[src/rtl/sram_writeback.sv]
// sram_writeback
//   Packs a stream of 16-bit results into 32-bit words (first result of a
//   pair in the low half) and writes them to consecutive SRAM word addresses
//   starting at BASE_ADDR. An odd trailing result is flushed with a zero
//   upper half. Each write is held until the SRAM acknowledges it.
//
// Parameters
//   BASE_ADDR    first SRAM word address written by a job
//   NUM_RESULTS  results per job (1..1024)
//
// Ports
//   clk          rising-edge clock
//   n_rst        asynchronous active-low reset
//   start        single-cycle job request (ignored while busy)
//   res_valid    result word present on res_data
//   res_data     16-bit result value
//   res_ready    block accepts res_data this cycle
//   sram_wr_en   SRAM write request
//   sram_addr    SRAM word address
//   sram_wdata   packed 32-bit write data
//   sram_ack     SRAM accepted the current write
//   busy         job in progress
//   done         one-cycle job-complete pulse
module sram_writeback #(
    parameter logic [15:0] BASE_ADDR   = 16'h0400,
    parameter int unsigned NUM_RESULTS = 10
) (
    input  logic        clk,
    input  logic        n_rst,
    input  logic        start,
    input  logic        res_valid,
    input  logic [15:0] res_data,
    output logic        res_ready,
    output logic        sram_wr_en,
    output logic [15:0] sram_addr,
    output logic [31:0] sram_wdata,
    input  logic        sram_ack,
    output logic        busy,
    output logic        done
);

    typedef enum logic [2:0] {
        IDLE,
        COLLECT_LO,
        COLLECT_HI,
        WRITE,
        DONE
    } state_t;

    localparam logic [10:0] N_LAST = 11'(NUM_RESULTS);

    state_t      state, state_nx;
    logic [10:0] cnt, cnt_nx;
    logic [15:0] addr_nx;
    logic [31:0] wdata_nx;
    logic        ready_nx, wr_en_nx, busy_nx, done_nx;

    always_ff @(posedge clk or negedge n_rst) begin
        if (!n_rst) begin
            state      <= IDLE;
            cnt        <= '0;
            sram_addr  <= '0;
            sram_wdata <= '0;
            res_ready  <= 1'b0;
            sram_wr_en <= 1'b0;
            busy       <= 1'b0;
            done       <= 1'b0;
        end else begin
            state      <= state_nx;
            cnt        <= cnt_nx;
            sram_addr  <= addr_nx;
            sram_wdata <= wdata_nx;
            res_ready  <= ready_nx;
            sram_wr_en <= wr_en_nx;
            busy       <= busy_nx;
            done       <= done_nx;
        end
    end

    // res_ready is registered from the next state, so it is high exactly in
    // the COLLECT states; res_valid alone therefore qualifies a transfer there.
    always_comb begin
        state_nx = state;
        cnt_nx   = cnt;
        addr_nx  = sram_addr;
        wdata_nx = sram_wdata;

        case (state)
            IDLE: begin
                if (start) begin
                    state_nx = COLLECT_LO;
                    cnt_nx   = '0;
                    addr_nx  = BASE_ADDR;
                end
            end
            COLLECT_LO: begin
                if (res_valid) begin
                    wdata_nx = {16'h0000, res_data};
                    cnt_nx   = cnt + 11'd1;
                    state_nx = (cnt + 11'd1 == N_LAST) ? WRITE : COLLECT_HI;
                end
            end
            COLLECT_HI: begin
                if (res_valid) begin
                    wdata_nx[31:16] = res_data;
                    cnt_nx          = cnt + 11'd1;
                    state_nx        = WRITE;
                end
            end
            WRITE: begin
                if (sram_ack) begin
                    addr_nx  = sram_addr + 16'd1;
                    state_nx = (cnt == N_LAST) ? DONE : COLLECT_LO;
                end
            end
            DONE: begin
                state_nx = IDLE;
            end
            default: begin
                state_nx = IDLE;
            end
        endcase

        ready_nx = (state_nx == COLLECT_LO) || (state_nx == COLLECT_HI);
        wr_en_nx = (state_nx == WRITE);
        busy_nx  = (state_nx == COLLECT_LO) || (state_nx == COLLECT_HI) ||
                   (state_nx == WRITE);
        done_nx  = (state_nx == DONE);
    end

endmodule

[config.mk]
export PLATFORM = sky130hd
export DESIGN_NAME = sram_writeback
export DESIGN_NICKNAME = d
export VERILOG_FILES = /design/src/rtl/sram_writeback.sv
export SDC_FILE = /design/constraint.sdc
export NUM_CORES = 1
export LEC_CHECK = 0
export CORE_UTILIZATION = 60
export CTS_CLUSTER_SIZE = 40
export DETAILED_ROUTE_END_ITERATION = 7
export DONT_BUFFER_PORTS = 1
export HOLD_SLACK_MARGIN = 0.05
export PLACE_DENSITY = 0.85
export REMOVE_ABC_BUFFERS = 1
export SETUP_SLACK_MARGIN = 0.15
export SLEW_MARGIN = 20
export SYNTH_ARGS = -nofsm -noshare
export SYNTH_HDL_FRONTEND = slang
export SYNTH_SLANG_ARGS = --single-unit
[constraint.sdc]
create_clock -name clk -period 2.1 [get_ports clk]
set_input_delay 0.21 -clock clk [delete_from_list [all_inputs] [get_ports clk]]
set_output_delay 0.21 -clock clk [all_outputs]
set_load 0.05 [all_outputs]
# Yosys cells after proc, flatten, opt, wreduce, memory -nomap -nowiden
# Cells that the tools add are included.
# totals
ff_bits	66
input_bits	21
out_inout_bits	52
elab_cells	52
# op_classes
add_sub_neg	2
n_eq_ne	14
n_mux	16
reduce_logical	11
# ops
operator	n
$pmux W16 S2	2
$mux W16	3
$mux W32	1
$eq A11 B4 Y1 const B	2
$mux W11	2
$pmux W11 S2	1
$add A16 B1 Y16 const B	1
$mux W3	5
$eq A3 B2 Y1 const B	4
$pmux W3 S4	1
$add A11 B1 Y11 const B	1
$reduce_and A3 Y1	3
$ne A2 B2 Y1 const B	4
$eq A3 B1 Y1 const B	2
$reduce_bool A2 Y1	3
$eq A3 B3 Y1 const B	1
$logic_not A3 Y1	1
$logic_or A1 B1 Y1	2
$ne A2 B1 Y1 const B	1
$reduce_and A2 Y1	1
$reduce_or A2 Y1	1
$mux W1	1

# Longest topological paths before layout
# Gate-level depths: netlist (run 1).
# logic_depth
ltp_word	8
ltp_mapped	8
depth_no_buf	7

# Least setup slack after synthesis (run 1)
# No wires, ideal clock.
# synth_path
kind	register to register
from	register sram_addr[3]
to	register sram_addr[12]
setup_ns	0.143
t_arrival_ns	1.782
required_ns	1.957
path_slack_ns	0.175
stages_incl_launch_ff	6
n_path_buf	0
period_less_slack_ns	1.925
cell_sequence	dfrtp_1 and3_1 nand3_1 nor4b_4 xnor2_1 nor2_2
# synth_between
elab_chain_cells	3
# synth_rtl
element	line	text
start: declaration	35	output logic [15:0] sram_addr,
start signal: assignment	71	sram_addr <= addr_nx;
$add A16 B1 Y16	112	addr_nx = sram_addr + 16'd1;
$mux W16	111	if (sram_ack) begin
$pmux W16 S2	88	case (state)
# Every way passes these cells. The select of a mux whose other input is x is not followed.
# A chain may end at the register's enable or synchronous reset.

# Worst setup path in the final report (run 1)
# layout_path
from	register state[1]
to	register sram_addr[14]
# layout_between
elab_chain_cells	3
elab_cells_between_ends	7
classes_between	eq/ne (3); mux (1); reduce/logical (3)
# layout_rtl
element	line	text
start: declaration	52	state_t state, state_nx;
start signal: assignment	69	state <= state_nx;
$eq A3 B2 Y1 / $logic_not A3 Y1 (equally long branches)	88	
$ne A2 B2 Y1 (no source line) / $reduce_bool A2 Y1 (equally long branches)	n/a	
$reduce_and A3 Y1 (no source line)	n/a	
# Parallel ways exist; a longest one is shown, timed or not.

==> summary.md, run 1 <==
| Metric | Value |
|---|---|
| Cell taking the most area after synthesis | `dfrtp_1` |
| RSZ-0062 raised after global routing | `false` |
| Initial DRC Count | `161` |
| Vias per cell | `5.76` |
| Outcome | `finished clean` |
| Worst skew pair latency | `340 ps` |
| VDD IR max | `1110 µV` |
| Post-place instance area | `0.00334 mm²` |
| CTS tree | `built` |
| Final hold slack | `226 ps` |
| Final nets | `365` |
| Int Pwr | `2.69 mW` |
| CP Data Required Time | `2330 ps` |
| # H-tree levels | `3` |
| Switch Pwr | `2.53 mW` |
| Top_reg_cell synth | `dfrtp_1` |
| CTS Sinks | `66` |
| Leakage power | `1.65 nW` |
| CP Capture Type | `flip-flop` |
| Starting Density | `62.5%` |
| Final wirelength | `6740 µm` |
| Slew Limit Fails | `0` |
| Most common cell after layout, fill and taps aside | `dfrtp_1` |
| Boundary pin count | `73` |
| Initial antenna violation count | `0` |
| Tcrit/Tclk final | `87.8%` |
| Detailed Place HPWL | `4260 µm` |
| DRT Pass-1 Iters | `4` |
| Transition time at the pin with the least slew margin | `703 ps` |
| Setup Skew | `4.37 ps` |
| HP Class | `in2reg` |
| Final Util | `73.7%` |
| Pre-CTS worst setup slack | `255 ps` |
| Mapped cell area | `0.00319 mm²` |
| Reg clk slew, reported paths | `70 ps` |
| Reg power frac | `57.2%` |
| Hold path cells | `4` |
| Commonest non-fill, non-tap cells in the layout | `dfrtp_1 (64), nand2_1 (51), o21ai_0 (33), nor2_1 (20), buf_4 (20)` |
| Gp weighted congestion | `0.907` |
| Clock Path Buffers | `2` |
| Setup CP Type | `reg2reg` |
| Seq/Total Area, Yosys | `51.7%` |
| Largest net degree at the start of global routing | `67` |
| Worst-path fanout max | `10` |
| Share of cells above drive strength 1 | `20.6%` |
| Final worst slack | `256 ps` |
| Number of diodes | `0` |
| Comb power frac | `23.2%` |
| EDFF count, synth | `0` |
| Share of synthesized registers carrying an async set or reset | `100%` |
| Core ar. | `0.00511 mm²` |
| # DRC | `0` |
| # setup viols final | `0` |
| Worst Setup Start Kind | `flip-flop` |
| Die area | `0.00562 mm²` |
| Die height | `75.0 µm` |
| Root Driver | `clkbuf_8` |
| Number of synthesized register bits | `66` |
| Sw Ratio | `48.5%` |
| Gr usage total | `26.7%` |
| Setup TNS | `0 ps` |
| First-pass GRT wire length | `11,000 µm` |
| Max-cap violation count | `0` |
| Max Freq | `542 MHz` |
| Netlist cell types | `49` |
| Setup Buffers After CTS | `0` |
| Vias | `2,389` |
| Post-route ant nets | `0` |
| Gr ovfl total | `0` |
| Area grow syn2layout | `17.9%` |
| Worst r2r path cells | `5` |
| PortBufs | `0` |
| Syn Area/Cell | `10.5 µm²` |
| Vias in the first global route | `2,395` |
| Synth area leaders | `dfrtp_1 (52%), nand2_1 (6.0%), mux2_2 (5.6%), o21ai_0 (5.2%), xor2_1 (2.5%)` |
| Die W | `75.0 µm` |
| Post-route cell area | `0.00376 mm²` |
| Cell count after synthesis | `305` |
| Area share of the largest cell type after synthesis | `51.7%` |
| PD cells | `1390 mW/mm²` |
| WP data arrival | `2080 ps` |
| Proportion of power drawn by the clock network | `19.6%` |
| Rows | `26` |
| Routed WL per cell | `16.2 µm` |
| Endpoints failing hold | `0` |
| Minimum clock period | `1840 ps` |
| Clock buffer count from CTS | `9` |
| Synth warn | `0` |
| Worst slew margin | `53.0%` |
==> sequential cells by signal, indices dropped and copies added, names as in the netlist <==
| name | cells |
|---|---|
| busy | 1 |
| cnt | 11 |
| done | 1 |
| res_ready | 1 |
| sram_addr | 16 |
| sram_wdata | 32 |
| sram_wr_en | 1 |
| state | 3 |
==> worst max-delay path: stages, from the launching register on <==
cell and delay [ps]:
dfrtp_1 470, or3b_4 440, a21o_4 290, nor4_4 310, xnor2_1 170, nor2_2 50
==> through the flow <==
stage,std cells,total power [mW]
floorplan,289,3.77
global placement,379,4.04
detailed placement,379,4.10
CTS,415,5.17
global route,415,5.48
finish,415,5.22
==> cell families after synthesis <==
logic type / after synthesis / synth area share, %
compound gates: 54 / 11.1
xor+xnor: 17 / 4.66
fa+ha+maj: 4 / 1.57
buf+inv: 22 / 3.56
flops: 66 / 51.7
mux: 16 / 5.64
simple gates: 126 / 21.7
==> metal layers <==
metal / track usage (%) / vias to the layer above / wire [µm]
met5: 0 / - / 0
met4: 12.4 / 0 / 161
met3: 8.43 / 17 / 491
met2: 41.2 / 79 / 3280
met1: 34.7 / 1157 / 2800
li1: - / 1136 / -
==> Yosys cell counts (5+ instances only) <==
master and count:
dfrtp_1 66, nand2_1 51, o21ai_0 33, nor2_1 20
mux2_2 16, nand3_1 12, xor2_1 9, nand4_1 8
xnor2_1 8, clkbuf_1 7, inv_1 6, buf_2 5
==> power by group through the flow <==
stage               logic (mW)  clock network [mW]  registers, mW
detailed placement        1.10                   0           2.99
global placement          1.06                   0           2.98
global route              1.35                1.09           3.03
CTS                       1.17                1.03           2.98
floorplan                0.792                   0           2.98
finish                    1.21                1.02           2.99
==> worst paths after layout <==
check,start,to,slack (ps)
worst max-delay path,state[1],sram_addr[14],260
worst min-delay path,res_valid,state[1],230
worst max register to register,state[1],sram_addr[14],260
worst min register to register,cnt[0],cnt[0],570
max in group asynchronous,n_rst,state[0],1420
min in group asynchronous,n_rst,cnt[8],390
==> timing repair <==
item                                    4_1_cts  5_1_grt
endpoints found under the setup margin        0       11
hold buffers                                 20        0
endpoints found under the hold margin       100        0
gates resized for setup                       0        6
==> layout make-up <==
class	instances	area (µm²)
sequential	66	1650
multi-input combinational	217	1450
fill	361	1340
timing repair buffer	40	368
clock buffer	11	131
tap	70	87.6
clock inverter	5	55.1
inverter	6	22.5
Power figures use the tool's default switching activity.
==> inputs of run 2 (changes only) <==
==> config.mk (replaced) <==
export PLATFORM = sky130hd
export DESIGN_NAME = sram_writeback
export DESIGN_NICKNAME = d
export VERILOG_FILES = /design/src/rtl/sram_writeback.sv
export SDC_FILE = /design/constraint.sdc
export NUM_CORES = 1
export LEC_CHECK = 0
export CORE_UTILIZATION = 63
export CTS_BUF_LIST = sky130_fd_sc_hd__clkbuf_2 sky130_fd_sc_hd__clkbuf_4 sky130_fd_sc_hd__clkbuf_8
export CTS_CLUSTER_SIZE = 40
export DETAILED_ROUTE_END_ITERATION = 7
export DONT_BUFFER_PORTS = 1
export HOLD_SLACK_MARGIN = 0.05
export PLACE_DENSITY = 0.88
export REMOVE_ABC_BUFFERS = 1
export SETUP_SLACK_MARGIN = 0.15
export SLEW_MARGIN = 10
export SYNTH_ARGS = -nofsm -noshare
export SYNTH_HDL_FRONTEND = slang
export SYNTH_SLANG_ARGS = --single-unit
==> summary.md, run 2 (synthesis gave the netlist of run 1 again) <==
| Metric | Value |
|---|---|
| Setup Buffers After CTS | `0 (unchanged)` |
| Worst Hold End | `state[2] (was state[1])` |
| Root Driver | `clkbuf_8 (unchanged)` |
| Final nets | `365 (unchanged)` |
| Rows | `25 (was 26)` |
| Worst Setup Start Kind | `flip-flop (unchanged)` |
| Met3 Wirelength | `515 µm (was 491 µm)` |
| Max incr delay on CP | `430 ps (was 470 ps)` |
| Worst R2R End | `res_ready (was sram_addr[14])` |
| Met2 wire length | `3650 µm (was 3280 µm)` |
| R2R Setup Slk | `230 ps (was 260 ps)` |
| CP Data Required Time | `2330 ps (about the same)` |
| Detailed Place HPWL | `4480 µm (was 4260 µm)` |
| Max-cap violation count | `0 (unchanged)` |
| Die W | `73.2 µm (was 75.0 µm)` |
| Largest net degree at the start of global routing | `67 (unchanged)` |
| Die height | `73.2 µm (was 75.0 µm)` |
| Number of diodes | `0 (unchanged)` |
| Slowest CP cell | `dfrtp_2 (was dfrtp_1)` |
| CP cell instances | `ha_2 > and4_1 > nor3_1 > nor4b_1 > nand3_1 > o221a_2 (was or3b_4 > a21o_4 > nor4_4 > xnor2_1 > nor2_2)` |
| VDD IR max | `1280 µV (was 1110 µV)` |
| Worst slew margin | `57.8% (was 53.0%)` |
| Transition time at the pin with the least slew margin | `632 ps (was 703 ps)` |
| Final worst slack | `233 ps (was 256 ps)` |
| PortBufs | `0 (unchanged)` |
| R2r startpoint | `cnt[0] (was state[1])` |
| Setup CP Type | `reg2reg (unchanged)` |
| Area grow syn2layout | `17.7% (was 17.9%)` |
| # H-tree levels | `3 (unchanged)` |
| Tcrit/Tclk final | `88.9% (was 87.8%)` |
| Endpoints failing hold | `0 (unchanged)` |
| Initial DRC Count | `204 (was 161)` |
| Most common cell after layout, fill and taps aside | `dfrtp_1 (unchanged)` |
| Starting Density | `66.7% (was 62.5%)` |
| Slew Limit Fails | `0 (unchanged)` |
| Worst-path fanout max | `7 (was 10)` |
| Gr usage total | `29.8% (was 26.7%)` |
| Number of flip-flops in the largest register | `32 (unchanged)` |
| WL met1 | `3000 µm (was 2800 µm)` |
| CTS Sinks | `66 (unchanged)` |
| CTS tree | `built (unchanged)` |
| Biggest regs | `sram_wdata x32, sram_addr x16, cnt x11 (unchanged)` |
| Vias per cell | `5.99 (was 5.76)` |
| Worst skew pair latency | `350 ps (was 340 ps)` |
| # DRC | `0 (unchanged)` |
| Hold path cells | `3 (was 4)` |
| Reg with most FFs | `sram_wdata (unchanged)` |
| Final wirelength | `7280 µm (was 6740 µm)` |
| DRT Pass-1 Iters | `4 (unchanged)` |
| Boundary pin count | `73 (unchanged)` |
| Worst Setup SP | `cnt[0] (was state[1])` |
| Leakage power | `1.65 nW (about the same)` |
| Post-route ant nets | `0 (unchanged)` |
| Commonest non-fill, non-tap cells in the layout | `dfrtp_1 (64), nand2_1 (51), o21ai_0 (33), nor2_1 (20), buf_4 (20) (unchanged)` |
| CP Capture Type | `flip-flop (unchanged)` |
| RSZ-0062 raised after global routing | `true (was false)` |
| Clock buffer count from CTS | `9 (unchanged)` |
| Top routing layer in use | `met4 (unchanged)` |
| HP Class | `in2reg (unchanged)` |
| Minimum clock period | `1870 ps (was 1840 ps)` |
| Clock Path Buffers | `2 (unchanged)` |
| Worst r2r path cells | `6 (was 5)` |
| Die area | `0.00536 mm² (was 0.00562 mm²)` |
| Setup Skew | `8.77 ps (was 4.37 ps)` |
| WP data arrival | `2100 ps (was 2080 ps)` |
| Vias | `2,466 (was 2,389)` |
| Gr ovfl total | `0 (unchanged)` |
| Max Freq | `536 MHz (was 542 MHz)` |
| Vias in the first global route | `2,414 (was 2,395)` |
| Routed WL per cell | `17.7 µm (was 16.2 µm)` |
| Core ar. | `0.00479 mm² (was 0.00511 mm²)` |
| Beginning of the worst hold path | `sram_ack (was res_valid)` |
| PD cells | `1400 mW/mm² (was 1390 mW/mm²)` |
| Setup TNS | `0 ps (unchanged)` |
| Initial antenna violation count | `0 (unchanged)` |
| # setup viols final | `0 (unchanged)` |
| Gp weighted congestion | `0.923 (was 0.907)` |
| Outcome | `finished clean (unchanged)` |
| Share of cells above drive strength 1 | `20.9% (was 20.6%)` |
| Pre-CTS worst setup slack | `238 ps (was 255 ps)` |
| Post-place instance area | `0.00334 mm² (about the same)` |
| Reg clk slew, reported paths | `70 ps (about the same)` |
| Post-route cell area | `0.00376 mm² (about the same)` |
| Final hold slack | `204 ps (was 226 ps)` |
| First-pass GRT wire length | `11,700 µm (was 11,000 µm)` |
-- run 2: final cells by class --
| type | count | area (µm²) |
|---|---|---|
| clock buffer | 11 | 139 |
| clock inverter | 5 | 55.1 |
| fill | 274 | 1030 |
| inverter | 6 | 22.5 |
| multi-input combinational | 217 | 1440 |
| sequential | 66 | 1650 |
| tap | 67 | 83.8 |
| timing repair buffer | 40 | 368 |
-- run 2: per-stage QoR --
stage | power (mW) | utilization (%) | cells
floorplan | 3.77 | - | 289
global placement | 4.04 | 69.7 | 376
detailed placement | 4.12 | 69.7 | 376
CTS | 5.22 | 78.3 | 412
global route | 5.49 | 78.5 | 412
finish | 5.27 | 78.5 | 412
-- run 2: report_power, final --
group / internal [mW] / switching (mW) / leakage (nW) / total (mW)
sequential: 1.62 / 1.38 / 0.850 / 3.00
clock: 0.570 / 0.481 / 0.0962 / 1.05
combinational: 0.514 / 0.708 / 0.705 / 1.22
-- run 2: metal layers --
metal  global-route usage [%]  up-vias
met3                     9.53       10
met1                     35.7     1212
li1                         -     1141
met5                        0        -
met2                     50.1      103
met4                     11.1        0
-- run 2: timing repair --
action                     in CTS  in global routing
hold buffers                   20                  0
resized for setup               0                  4
setup endpoints to repair       0                 11
hold endpoints to repair      100                  0
-- run 2: critical path, delay by kind of cell, from the launching register on --
kind	cells	cell delay, ps
AO/OA/AOI/OAI	1	250
AND/OR/NAND/NOR	4	820
adder cells (fa/ha/maj)	1	240
flip-flops	1	430
-- run 2: how the worst max path moves through the flow --
stage | slack, ps | endpoint | cells after the start
final | 230 | res_ready | 6
after global routing | 160 | res_ready | 6
after CTS | 210 | res_ready | 6
after detailed placement | 240 | res_ready | 6
after global placement | 320 | cnt[9] | 5
after floorplan | -450 | cnt[8] | 5
==> inputs of run 3 (changes only) <==
--- a/config.mk
+++ b/config.mk
@@ -5,6 +5,7 @@
 export SDC_FILE = /design/constraint.sdc
 export NUM_CORES = 1
 export LEC_CHECK = 0
+export CAP_MARGIN = 20
 export CORE_UTILIZATION = 63
 export CTS_BUF_LIST = sky130_fd_sc_hd__clkbuf_2 sky130_fd_sc_hd__clkbuf_4 sky130_fd_sc_hd__clkbuf_8
 export CTS_CLUSTER_SIZE = 40
==> results of run 3 <==
Same layout as run 2: the final DEF is identical, and so are final timing and power.
